## config.mk

```make
export PLATFORM = sky130hd
export DESIGN_NAME = calc_operand_loader
export DESIGN_NICKNAME = d
export VERILOG_FILES = /design/src/rtl/calc_operand_loader.sv
export SDC_FILE = /design/constraint.sdc
export NUM_CORES = 1
export LEC_CHECK = 0
export CORE_ASPECT_RATIO = 1.5
export CORE_MARGIN = 5
export CORE_UTILIZATION = 45
export CTS_BUF_LIST = sky130_fd_sc_hd__clkbuf_4
export CTS_CLUSTER_SIZE = 10
export DETAILED_ROUTE_END_ITERATION = 6
export PLACE_DENSITY = 0.87
export SLEW_MARGIN = 0
export SYNTH_ARGS = -nofsm -noshare
export SYNTH_HDL_FRONTEND = slang
export SYNTH_SLANG_ARGS = --single-unit
```

## constraint.sdc

```tcl
create_clock -name clk_i -period 2.75 [get_ports clk_i]
set_clock_uncertainty 0.2 [all_clocks]
set_input_delay 0.4125 -clock clk_i [delete_from_list [all_inputs] [get_ports clk_i]]
set_output_delay 0.4125 -clock clk_i [all_outputs]
set_load 0.005 [all_outputs]
```

## src/rtl/calc_operand_loader.sv

```systemverilog
// Streams 64-bit operand words into the sram_A/sram_B pair via write port 0.
// Optional LOADER_CHECKSUM_EN adds an XOR checksum of the accepted words.
module calc_operand_loader #(
    parameter int ADDR_W        = 9,
    parameter int DATA_W        = 32,
    parameter int MEM_WORD_SIZE = 64
) (
    input  logic                     clk_i,
    input  logic                     rst_i,
    input  logic                     start_i,
    input  logic [ADDR_W-1:0]        cfg_start_addr,
    input  logic [ADDR_W-1:0]        cfg_end_addr,
    input  logic                     s_valid_i,
    input  logic [MEM_WORD_SIZE-1:0] s_data_i,
    output logic                     s_ready_o,
    output logic                     sram_csb0_o,
    output logic                     sram_web0_o,
    output logic [ADDR_W-1:0]        sram_addr0_o,
    output logic [DATA_W-1:0]        sram_din_a_o,
    output logic [DATA_W-1:0]        sram_din_b_o,
    output logic                     busy_o,
    output logic                     done_o,
    output logic                     error_o,
    output logic [ADDR_W:0]          words_o
`ifdef LOADER_CHECKSUM_EN
    ,
    output logic [MEM_WORD_SIZE-1:0] checksum_o
`endif
);

    typedef enum logic [2:0] {
        IDLE,
        LOAD,
        DRAIN,
        DONE,
        ERR
    } state_t;

    state_t              state_q, state_d;
    logic [ADDR_W-1:0]   ptr_q;
    logic [ADDR_W-1:0]   end_q;
    logic [ADDR_W:0]     words_q;
    logic                wr_q;
    logic [ADDR_W-1:0]   addr_q;
    logic [DATA_W-1:0]   din_a_q;
    logic [DATA_W-1:0]   din_b_q;

    logic start_ok;
    logic cfg_bad;
    logic hs;
    logic last;

    assign start_ok = start_i && (state_q == IDLE || state_q == ERR);
    assign cfg_bad  = cfg_end_addr < cfg_start_addr;
    assign hs       = s_valid_i && s_ready_o;
    assign last     = hs && (ptr_q == end_q);

    always_comb begin
        state_d = state_q;
        unique case (state_q)
            IDLE, ERR: begin
                if (start_i) state_d = cfg_bad ? ERR : LOAD;
            end
            LOAD:    if (last) state_d = DRAIN;
            DRAIN:   state_d = DONE;
            DONE:    state_d = IDLE;
            default: state_d = IDLE;
        endcase
    end

    always_ff @(posedge clk_i) begin
        if (!rst_i) begin
            state_q <= IDLE;
            ptr_q   <= '0;
            end_q   <= '0;
            words_q <= '0;
            wr_q    <= 1'b0;
            addr_q  <= '0;
            din_a_q <= '0;
            din_b_q <= '0;
        end else begin
            state_q <= state_d;
            wr_q    <= hs;
            if (start_ok && !cfg_bad) begin
                ptr_q   <= cfg_start_addr;
                end_q   <= cfg_end_addr;
                words_q <= '0;
            end
            if (hs) begin
                addr_q  <= ptr_q;
                din_a_q <= s_data_i[2*DATA_W-1:DATA_W];
                din_b_q <= s_data_i[DATA_W-1:0];
                words_q <= words_q + 1'b1;
                // hold ptr on the final word so a full 0..511 load never wraps
                if (!last) ptr_q <= ptr_q + 1'b1;
            end
        end
    end

    assign s_ready_o    = (state_q == LOAD);
    assign sram_csb0_o  = ~wr_q;
    assign sram_web0_o  = ~wr_q;
    assign sram_addr0_o = addr_q;
    assign sram_din_a_o = din_a_q;
    assign sram_din_b_o = din_b_q;
    assign busy_o       = (state_q != IDLE) && (state_q != ERR);
    assign done_o       = (state_q == DONE);
    assign error_o      = (state_q == ERR);
    assign words_o      = words_q;

`ifdef LOADER_CHECKSUM_EN
    logic [MEM_WORD_SIZE-1:0] cks_q;

    always_ff @(posedge clk_i) begin
        if (!rst_i) begin
            cks_q <= '0;
        end else if (start_ok) begin
            cks_q <= '0;
        end else if (hs) begin
            cks_q <= cks_q ^ s_data_i;
        end
    end

    assign checksum_o = cks_q;
`endif

endmodule

```

==> flow_metrics.py <==
metrics = {
    "routing": {
        "ant_nets": 0,
        "viasPerCell": 5.16,
        "remaining_drc_errors": 0,
        "wl_per_cell_um": 14.8,
        "drt_iter0_markers": 204,
        "vias": 4307,
        "totalWireLength_um": 12400,
        "dr.pass1.iters": 4,
    },
    "critical_path": {
        "r2r_end": "ptr_q[2]",
        "critPathCaptureType": "register",
        "worstSetupPathType": "in -> reg",
        "critPathLaunchType": "primary input",
        "reg2reg_slack_ns": 0.49,
        "rr_worst_depth": 5,
        "crit_fanout": 8,
        "r2r-start": "ptr_q[0]",
        "cp.required_ns": 2.92,
        "crit_arrival_ns": 2.63,
    },
    "sta": {
        "fin_ws_ns": 0.298,
        "timing.hold.ws_ns": 0.263,
        "rsz0062_at_grt": "false",
        "slew_viol_final": 0,
        "final.min_clock_period_ns": 2.45,
        "tns_ns": 0,
        "setup_viol": 0,
        "relSlewSlack": 0.590,
        "timing.fmax_mhz": 408,
        "timing.final.crit_share": 0.892,
        "finalHoldViolations": 0,
        "worst_slew_pin_slew_ns": 0.612,
    },
    "run": {
        "maxCapViolCount": 0,
    },
    "placement": {
        "dp_hpwl_um": 9560,
        "post-place-ws_ns": -0.142,
        "io_buffers": 174,
        "place_area_mm2": 0.00633,
        "place.gp.congestion": 0.764,
    },
    "global_route": {
        "grt_max_degree": 85,
        "use_met1": 0.209,
        "busiest_layer": "met2",
        "grt.total_usage": 0.204,
        "grt_pass1_wl_um": 20200,
        "grt_overflow": 0,
        "use_met3": 0.0640,
        "grt_pass1_vias": 4342,
        "antenna_found_initial": 0,
        "grt_use_met2": 0.379,
    },
    "clock_network": {
        "cts_tree": "yes",
        "clk_path_buf_depth": 2,
        "htreeDepth": 3,
        "clk_latency_ns": 0.45,
        "cts_buffers": 9,
        "post_cts_resized": 0,
        "holdBufCountCts": 0,
        "clock-root-buffer": "clkbuf_4",
        "clock-sinks": 105,
        "path_clk_slew_ns": 0.15,
        "postCtsSetupBuffers": 0,
    },
    "synth": {
        "post_synth_num_cell_types": 49,
        "synth_warnings": 0,
        "yosysSeqAreaShare": 0.468,
        "syn_area_per_cell_um2": 8.12,
        "synthFlopType": "dfxtp_1",
        "synth_edf_count": 0,
        "async_flop_share": 0,
        "synthesis.instances": 553,
        "synth_area_mm2": 0.00449,
        "syn_nets": 649,
        "synth_seq_cells": 105,
    },
    "layout": {
        "finalCoreUtilization": 0.663,
        "fillers": 815,
        "num_antenna_cells": 0,
        "nets": 811,
        "drive_gt1_frac": 0.0722,
        "final_area_mm2": 0.00646,
        "area_growth_pct": 43.9,
    },
    "floorplanning": {
        "die_x_um": 91.6,
        "die_height_um": 132,
        "rows": 44,
        "io_pins": 175,
        "fp.dieArea_mm2": 0.0121,
        "floorplan.initialDensity": 0.461,
        "core_mm2": 0.00974,
    },
    "min_path": {
        "hold_path_end": "sram_din_b_o[13]",
        "min_path_cells": 2,
        "hp-start": "sram_din_b_o[13]",
        "holdCritPathClass": "reg -> reg",
    },
    "status": {
        "status": "finished clean",
    },
    "power": {
        "vdd_drop_max_v": 0.000358,
        "p_leak_nw": 2.21,
        "power_density_mw_per_mm2": 480,
    },
}
cell usage in the layout, fill, tap and decap left out, drive strengths merged, types with 9 or more instances in the layout:
master | synthesis | final
a21oi | 77 | 77
a31oi | 12 | 12
buf | 18 | 17
clkbuf | 21 | 9
clkdlybuf4s50 | 0 | 174
dfxtp | 105 | 105
ha | 10 | 10
inv | 14 | 16
mux2i | 10 | 10
nand2 | 167 | 167
nand3 | 12 | 12
nor2 | 22 | 22
o21ai | 15 | 15
xnor2 | 10 | 10
cell usage after synthesis (2+ instances only):
cell type	count	area (µm²)
nand2_1	167	627
dfxtp_1	105	2100
a21oi_1	77	385
nor2_1	22	82.6
clkbuf_1	20	75.1
o21ai_0	15	75.1
inv_1	14	52.6
a31oi_1	12	75.1
buf_2	12	60.1
nand3_1	12	60.1
ha_1	10	125
mux2i_1	10	100
xnor2_1	10	87.6
or3_1	7	43.8
nand3b_1	6	45.0
nor3_1	6	30.0
a41oi_2	4	65.1
o21a_1	4	30.0
buf_6	3	33.8
or2_2	3	18.8
and2_1	2	12.5
buf_4	2	15.0
nand4_1	2	12.5
nor3_2	2	20.0
nor3b_1	2	15.0
state kept, by name, summed over array words and instances, names as in the netlist:
| register | count |
|---|---|
| wr_q | 1 |
| sram_din_b_o | 32 |
| words_o | 10 |
| state_q | 3 |
| end_q | 9 |
| sram_din_a_o | 32 |
| sram_addr0_o | 9 |
| ptr_q | 9 |
critical path: stages:
cell	delay (ns)
clkdlybuf4s50_1	0.49
inv_1	0.05
ha_1	0.29
a211oi_1	0.27
nor2_1	0.11
o31ai_1	0.23
buf_4	0.17
nor3_4	0.06
or3_1	0.37
a31oi_1	0.17
how the worst max path moves through the flow:
stage,startpoint,end,cells past startpoint
after floorplan,cfg_start_addr[6],ptr_q[2],10
after global placement,cfg_start_addr[7],ptr_q[1],10
after detailed placement,cfg_start_addr[6],words_o[4],10
after CTS,cfg_start_addr[6],ptr_q[0],10
after global routing,cfg_start_addr[6],words_o[2],10
final,cfg_start_addr[6],ptr_q[0],10
report_power, final:
part | internal, mW | switching (mW)
logic | 0.360 | 0.312
clock network | 0.277 | 0.497
registers | 1.60 | 0.0611
kinds of logic (layout without fill, tap and decap cells):
kind of cell / Yosys count / after routing / share of synthesized area
mux: 11 / 11 / 0.0248
simple gates: 240 / 240 / 0.234
compound gates: 122 / 122 / 0.167
fa+ha+maj: 10 / 10 / 0.0278
flops: 105 / 105 / 0.468
buf+inv: 55 / 222 / 0.0599
xor+xnor: 10 / 10 / 0.0195
per-layer routing:
metal  wire length (µm)  part of all wire  vias to the layer above
li1                   -                 -                     2169
met1               4400              0.36                     1966
met2               6790              0.55                      147
met3                856             0.069                       25
met4                320             0.026                        0
met5                  0                 0                        -
layout make-up:
cell class,instances,area [µm²],share of cell area
multi-input combinational,393,2130,0.330
sequential,105,2100,0.325
timing repair buffer,191,1890,0.293
tap,115,144,0.0223
clock inverter,7,68.8,0.0106
clock buffer,9,67.6,0.0105
inverter,15,56.3,0.00871
per-stage QoR:
stage          power (mW)  instances
2_1_floorplan        2.03        553
3_3_place_gp         2.34        819
3_5_place_dp         2.37        819
4_1_cts              3.14        835
5_1_grt              3.28        835
6_report             3.11        835
No activity file was read; power rests on OpenSTA's default activity.
